`config.mk`:
```
export PLATFORM = sky130hd
export DESIGN_NAME = nibble_serial_sub16
export DESIGN_NICKNAME = d
export VERILOG_FILES = /design/src/rtl/nibble_sub_pkg.sv /design/src/rtl/sub_slice4.sv /design/src/rtl/nibble_serial_sub16.sv
export SDC_FILE = /design/constraint.sdc
export NUM_CORES = 1
export LEC_CHECK = 0
export CORE_UTILIZATION = 45
export CTS_CLUSTER_DIAMETER = 100
export DETAILED_ROUTE_END_ITERATION = 6
export HOLD_SLACK_MARGIN = 0.06
export PLACE_DENSITY = 0.69
export SKIP_LAST_GASP = 1
export SLEW_MARGIN = 20
export SYNTH_ARGS = -nofsm -noshare
export SYNTH_HDL_FRONTEND = slang
export SYNTH_SLANG_ARGS = --single-unit
```
`constraint.sdc`:
```
create_clock -name clk -period 3.1 [get_ports clk]
set_clock_uncertainty 0.1 [all_clocks]
set_input_delay 0.31 -clock clk [delete_from_list [all_inputs] [get_ports clk]]
set_output_delay 0.31 -clock clk [all_outputs]
set_load 0.02 [all_outputs]
```
`src/rtl/nibble_sub_pkg.sv`:
```
// Shared constants and types for the nibble-serial 16-bit subtractor.
// Optional feature macro: NIBBLE_SUB_SAT_EN (saturate diff on signed overflow).
package nibble_sub_pkg;

  localparam int unsigned NIB_W   = 4;
  localparam int unsigned NUM_NIB = 4;
  localparam int unsigned DATA_W  = 16;
  localparam int unsigned IDX_W   = 2;
  localparam int unsigned RAW_W   = DATA_W - NIB_W;

  localparam logic [DATA_W-1:0] SAT_POS = 16'h7FFF;
  localparam logic [DATA_W-1:0] SAT_NEG = 16'h8000;

  typedef enum logic [1:0] {
    IDLE = 2'd0,
    RUN  = 2'd1,
    DONE = 2'd2
  } state_t;

  // Saturation bound chosen by the sign of the minuend.
  function automatic logic [DATA_W-1:0] sat_value(input logic a_msb);
    return a_msb ? SAT_NEG : SAT_POS;
  endfunction

endpackage

```
`src/rtl/sub_slice4.sv`:
```
// Combinational 4-bit carry-lookahead adder slice used for a + ~b + cin.
module sub_slice4
  import nibble_sub_pkg::*;
(
  input  logic [NIB_W-1:0] a,
  input  logic [NIB_W-1:0] b,
  input  logic             cin,
  output logic [NIB_W-1:0] sum,
  output logic             cout
);

  logic [NIB_W-1:0] g;
  logic [NIB_W-1:0] p;
  logic [NIB_W-1:0] c;

  assign g = a & b;
  assign p = a ^ b;

  // Lookahead carries computed directly from generate/propagate terms.
  assign c[0] = cin;
  assign c[1] = g[0] | (p[0] & cin);
  assign c[2] = g[1] | (p[1] & g[0]) | (p[1] & p[0] & cin);
  assign c[3] = g[2] | (p[2] & g[1]) | (p[2] & p[1] & g[0])
              | (p[2] & p[1] & p[0] & cin);
  assign cout = g[3] | (p[3] & g[2]) | (p[3] & p[2] & g[1])
              | (p[3] & p[2] & p[1] & g[0]) | (p[3] & p[2] & p[1] & p[0] & cin);

  assign sum = p ^ c;

endmodule

```
`src/rtl/nibble_serial_sub16.sv`:
```
// Nibble-serial 16-bit subtractor: diff = a - b over four cycles with Z/V/N flags.
// Optional feature macro: NIBBLE_SUB_SAT_EN (clamp diff to 0x7FFF/0x8000 on overflow).
module nibble_serial_sub16
  import nibble_sub_pkg::*;
(
  input  logic              clk,
  input  logic              rst,
  input  logic              start,
  input  logic [DATA_W-1:0] a,
  input  logic [DATA_W-1:0] b,
  output logic              busy,
  output logic              done,
  output logic [DATA_W-1:0] diff,
  output logic              ovfl,
  output logic              zero,
  output logic              neg
);

  state_t            state;
  logic [IDX_W-1:0]  idx;
  logic              carry_q;
  logic [DATA_W-1:0] a_q;
  logic [DATA_W-1:0] nb_q;
  logic [RAW_W-1:0]  raw_q;

  logic [NIB_W-1:0]  sum_c;
  logic              cout_c;
  logic [DATA_W-1:0] raw_c;
  logic [DATA_W-1:0] fin_c;
  logic              v_c;

  // Single shared slice; the operand nibble is selected by idx.
  sub_slice4 u_slice (
    .a    (a_q[NIB_W*idx +: NIB_W]),
    .b    (nb_q[NIB_W*idx +: NIB_W]),
    .cin  (carry_q),
    .sum  (sum_c),
    .cout (cout_c)
  );

  // Top nibble comes straight from the slice on the finalize edge.
  assign raw_c = {sum_c, raw_q};

  // nb_q holds ~b, so a[15] != b[15] is equivalent to a_q[15] == nb_q[15].
  assign v_c = (a_q[DATA_W-1] == nb_q[DATA_W-1]) & (raw_c[DATA_W-1] != a_q[DATA_W-1]);

`ifdef NIBBLE_SUB_SAT_EN
  assign fin_c = v_c ? sat_value(a_q[DATA_W-1]) : raw_c;
`else
  assign fin_c = raw_c;
`endif

  // Control FSM with the operand, shift and result registers.
  always_ff @(posedge clk or posedge rst) begin
    if (rst) begin
      state   <= IDLE;
      idx     <= '0;
      carry_q <= 1'b0;
      a_q     <= '0;
      nb_q    <= '0;
      raw_q   <= '0;
      busy    <= 1'b0;
      done    <= 1'b0;
      diff    <= '0;
      ovfl    <= 1'b0;
      zero    <= 1'b0;
      neg     <= 1'b0;
    end else begin
      case (state)
        IDLE: begin
          if (start) begin
            a_q     <= a;
            nb_q    <= ~b;
            carry_q <= 1'b1;
            idx     <= '0;
            busy    <= 1'b1;
            state   <= RUN;
          end
        end
        RUN: begin
          raw_q   <= {sum_c, raw_q[RAW_W-1:NIB_W]};
          carry_q <= cout_c;
          if (idx == IDX_W'(NUM_NIB - 1)) begin
            idx   <= '0;
            diff  <= fin_c;
            ovfl  <= v_c;
            zero  <= (fin_c == '0);
            neg   <= fin_c[DATA_W-1];
            done  <= 1'b1;
            state <= DONE;
          end else begin
            idx <= idx + IDX_W'(1);
          end
        end
        DONE: begin
          done  <= 1'b0;
          busy  <= 1'b0;
          state <= IDLE;
        end
        default: begin
          state <= IDLE;
        end
      endcase
    end
  end

endmodule

```
==> results.tsv, run 1 <==
metric	value	unit
status	completed	
holdWs	0.264	ns
num_rows	29	
synth_top_cell_by_area	dfrtp_1	
syn2layout_area_growth	27.5	%
setup_ws	0.381	ns
sw_frac_of_total	0.397	
drtAntennaViolNets	0	
dieArea	6860	sq um
grt_first_pass_wirelength	9.86	mm
r2r_start	idx[0]	
clk_latency	0.35	ns
synthArstFlopShare	1.00	
p_per_area	1120	nW/um^2
post_cts_resize_count	0	
rsz0062_at_grt	no	
ys_ff_latch	69	
critPathLaunch	idx[0]	
max_stage_delay	0.66	ns
coreArea	6310	sq um
cp-end-kind	register	
ys_seq_area_frac	0.587	
cts_tree	done	
slew_viol_final	0	
p_switching	1.67	mW
p_int	2.53	mW
wire_per_inst	13.5	um
diodes	0	
synth-edff-count	0	
drc	0	
arrival	2.84	ns
drive_above_1_share	0.102	
yosys_warnings	0	
syn_nets	314	
die_w	82.8	um
slowest_stage	dfrtp_1	
cp-start-kind	register	
clkPwrFrac	0.159	
synth_common_cells	100 x nand2_1, 69 x dfrtp_1, 24 x o21ai_1, 12 x mux2_1, 8 x mux4_2	
first_iter_violations	57	
ctsHtreeMaxLevel	3	
cp_top_family	compound AO/OA/AOI/OAI gates	
antenna_found_initial	0	
yosys.cell_types.count	36	
setup_tns	0	ns
power	4.20	mW
grt_usage	0.182	
r2r_setup_slack	0.38	ns
port_buffers	55	
syn_area	2940	sq um
fin_nets	370	
io_pins	56	
fin_crit_sh	0.877	
ir_worst_vdd	0.518	mV
cp.required	3.22	ns
cts_hold_buf	0	
overflow	0	
dp_hpwl	3.94	mm
cts_buffers	9	
fmax	368	MHz
hold_viol_final	0	
tightest_slew	0.618	ns
clock-sinks	69	
path_class	register to register	
finalSetupViolations	0	
root_buffer	clkbuf_8	
synthCells	273	
hold_class	input pin to async pin	
leakage	1.75	nW
postLayoutCellArea	3750	sq um
seqPwrFrac	0.391	
dp_slack	0.390	ns
ys.flop_type	dfrtp_1	
cp_cell_sequence	mux4_2, ha_1, a211o_1, a211oi_1, or2_1, o211ai_1	
dpl-instance-area	3560	sq um
avgViaCountPerCell	5.08	
cts.path.max_buffers	2	
die_h	82.8	um
drt_first_pass_iters	4	
ys_top_cells_by_area	dfrtp_1 59%, nand2_1 13%, mux4_2 6.1%	
gp_congestion	0.769	
layout_min_cycle_time	2.72	ns
crit_buf_inv	0	
clkSlewWorstSetupHoldPaths	0.07	ns
grt_pass1_vias	2079	
wl	5.53	mm
slew_headroom	0.587	
avgSynthCellArea	10.8	sq um
critical_path_peak_fanout	11	
post_cts_buffers	0	
start_util	0.466	
reg2reg_depth	6	
r2r_end	ovfl	
vias	2087	
grt_max_degree	50	
synth.top_cell.area_share	0.587	
maxCapViolCount	0	
combPwrFrac	0.450	
synth_most_common_cell	nand2_1	
## kinds of logic after synthesis
family,Yosys count,synth area share
DFF,69,0.587
adders and majority gates,6,0.0281
buffers and inverters,20,0.0294
and+or+nand+nor,114,0.159
muxes,20,0.107
xor gates and xnor gates,2,0.00596
AOI/OAI and AO/OA,42,0.0830
## metrics by stage
stage / util / std cells
4_1_cts: 0.594 / 411
5_1_grt: 0.594 / 411
3_5_place_dp: 0.564 / 395
2_1_floorplan: - / 273
3_3_place_gp: 0.564 / 395
6_report: 0.594 / 411
## power by group through the flow
stage               Clock (mW)  Sequential (mW)  Combinational, mW
floorplan                    0             1.66               1.29
global placement             0             1.66               1.84
detailed placement           0             1.67               1.90
CTS                      0.691             1.65               1.91
global route             0.728             1.71               2.12
finish                   0.668             1.64               1.89
## worst max-delay path by stage
stage          cells after the start  endpoint  slack, ns
2_1_floorplan                      7      ovfl       0.65
3_3_place_gp                       6      ovfl       0.46
3_5_place_dp                       6      ovfl       0.39
4_1_cts                            6      ovfl       0.37
5_1_grt                            6      ovfl       0.20
6_report                           6      ovfl       0.38
## state kept, by name, summed over array words and instances, names as in the netlist
name / cells
zero: 1
busy: 1
nb_q: 16
state: 2
a_q: 16
raw_q: 12
done: 1
idx: 2
diff: 16
ovfl: 1
carry_q: 1
## cell type report
type | count | area [sq um]
well taps | 77 | 96.3
repair buffers | 58 | 586
clock buffers | 11 | 151
inverters | 7 | 26.3
multi-input cells | 184 | 1130
fillers | 543 | 2560
clock inverters | 5 | 35.0
flip-flops and latches | 69 | 1730
## routing by layer
layer	global-route usage	up-vias	share of wire
li1	-	1042	-
met1	0.253	976	0.47
met2	0.267	51	0.45
met3	0.0437	18	0.042
met4	0.0987	0	0.031
met5	0	-	0
## layout by cell type (no fill, tap or decap), drive strengths merged, types with 2 or more instances in the layout
master and count:
a21oi 5, buf 3, clkbuf 11, clkdlybuf4s50 55, clkinv 4, dfrtp 69
ha 5, inv 7, mux2 12, mux4 8, nand2 100, nand3 3
nor3 2, o211ai 2, o21ai 27, xor2 2
## worst register-to-register path, cell delays in order (launching register included)
cell,delay (ns)
dfrtp_1,0.66
mux4_2,0.60
ha_1,0.31
a211o_1,0.32
a211oi_1,0.28
or2_1,0.21
o211ai_1,0.11
(Power assumes the default switching activity.)
==> run 2: changes to the inputs <==
--- a/config.mk
+++ b/config.mk
@@ -6,11 +6,12 @@
 export NUM_CORES = 1
 export LEC_CHECK = 0
 export CORE_UTILIZATION = 45
+export CTS_BUF_LIST = sky130_fd_sc_hd__clkbuf_8
 export CTS_CLUSTER_DIAMETER = 100
 export DETAILED_ROUTE_END_ITERATION = 6
+export GPL_TIMING_DRIVEN = 0
 export HOLD_SLACK_MARGIN = 0.06
 export PLACE_DENSITY = 0.69
-export SKIP_LAST_GASP = 1
 export SLEW_MARGIN = 20
 export SYNTH_ARGS = -nofsm -noshare
 export SYNTH_HDL_FRONTEND = slang
==> results.tsv, run 2 (synthesis results as in run 1) <==
metric	value	unit
r2r_start	idx[1]	
arrival	2.88	ns
maxCapViolCount	0	
fin_crit_sh	0.873	
setup_ws	0.393	ns
slew_headroom	0.632	
critical_path_peak_fanout	9	
leakage	1.78	nW
diodes	0	
grt_pass1_vias	2224	
critPathCapture	zero	
port_buffers	55	
ctsHtreeMaxLevel	3	
cp_cell_sequence	buf_2, mux4_2, ha_1, a211o_1, a211oi_1, or2_1, a32o_2	
dp_slack	0.381	ns
wl	5.86	mm
syn2layout_area_growth	28.8	%
first_iter_violations	117	
p_per_area	1120	nW/um^2
coreArea	6310	sq um
tightest_slew	0.550	ns
clkSlewWorstSetupHoldPaths	0.07	ns
cts_hold_buf	0	
io_pins	56	
cp-start-kind	register	
multi_input_area	1130	sq um
layout_min_cycle_time	2.71	ns
post_cts_resize_count	0	
antenna_found_initial	0	
cts_tree	done	
die_w	82.8	um
dieArea	6860	sq um
reg_top3	a_q x16, diff x16, nb_q x16	
overflow	0	
r2r_setup_slack	0.39	ns
post_cts_buffers	0	
cts_buffers	9	
cp.required	3.27	ns
drt_first_pass_iters	4	
rsz0062_at_grt	no	
fmax	369	MHz
setup_tns	0	ns
grt_usage	0.199	
layout_commonest_cell	nand2_1	
clock-sinks	69	
fillers	568	
fin_nets	381	
cts.path.max_buffers	2	
die_h	82.8	um
ir_worst_vdd	0.516	mV
critPathLaunch	idx[1]	
max_stage_delay	0.58	ns
path_class	register to register	
start_util	0.466	
drive_above_1_share	0.105	
gp_congestion	0.775	
fin_util	0.600	
root_buffer	clkbuf_8	
regArea	1730	sq um
cp-end-kind	register	
num_rows	29	
vias	2172	
grt_first_pass_wirelength	10.7	mm
wire_per_inst	13.9	um
r2r_end	zero	
clk_latency	0.34	ns
holdWs	0.200	ns
hold_viol_final	0	
mostFrequentLayoutCells	100 x nand2_1, 69 x dfrtp_1, 55 x clkdlybuf4s50_1	
slew_viol_final	0	
hold_class	input pin to async pin	
finalSetupViolations	0	
status	completed	
dp_hpwl	4.25	mm
reg2reg_depth	7	
slowest_stage	mux4_2	
avgViaCountPerCell	5.16	
grt_max_degree	45	
drc	0	
drtAntennaViolNets	0	
## run 2: cell count changes in the layout (fill, tap and decap cells not counted), moves of 2 or more
cell / change
inv_1: +2
clkbuf_1: +5
buf_2: +6
clkinv_4: -2
## run 2: area by class of cell
type / count / share of cell area
buffer: 13 / 0.0159
sequential: 69 / 0.456
tap: 77 / 0.0254
inverter: 7 / 0.00760
clock buffer: 12 / 0.0436
clock inverter: 3 / 0.00330
multi-input combinational: 184 / 0.298
timing repair buffer: 56 / 0.151
## run 2: report_power, final
part	total [mW]	switching [mW]	leakage, nW	internal [mW]
Sequential	1.58	0.256	0.855	1.32
Combinational	2.01	1.11	0.823	0.903
Clock	0.653	0.308	0.101	0.345
## run 2: worst max-delay path, delay by kind of cell (launching register included)
kind	cells	cell delay, ns
buffers and inverters	1	0.27
adder cells (fa/ha/maj)	1	0.33
multiplexers	1	0.58
flip-flops	1	0.35
AND/OR/NAND/NOR	1	0.23
AO/OA/AOI/OAI	3	0.78
## run 2: metal layers
| metal | up-vias | wire length (um) | GRT usage |
|---|---|---|---|
| li1 | 1057 | - | - |
| met1 | 1043 | 2620 | 0.270 |
| met2 | 63 | 2880 | 0.314 |
| met3 | 9 | 304 | 0.0577 |
| met4 | 0 | 61 | 0.0564 |
| met5 | - | 0 | 0 |
## run 2: through the flow
step	cells	total power, mW	area [sq um]
3_5_place_dp	406	3.65	3610
5_1_grt	421	4.62	3790
2_1_floorplan	273	2.95	2940
3_3_place_gp	405	3.57	3590
6_report	421	4.25	3790
4_1_cts	421	4.31	3790
## run 2: worst min-delay path by stage
stage,end,slack (ns),start,cells past startpoint
final,diff[14],0.20,rst,2
after global routing,a_q[11],0.21,rst,2
after CTS,diff[14],0.22,rst,2
after detailed placement,a_q[5],0.36,a_q[5],2
after global placement,a_q[0],0.35,a_q[0],2
after floorplan,nb_q[0],0.30,b[0],1
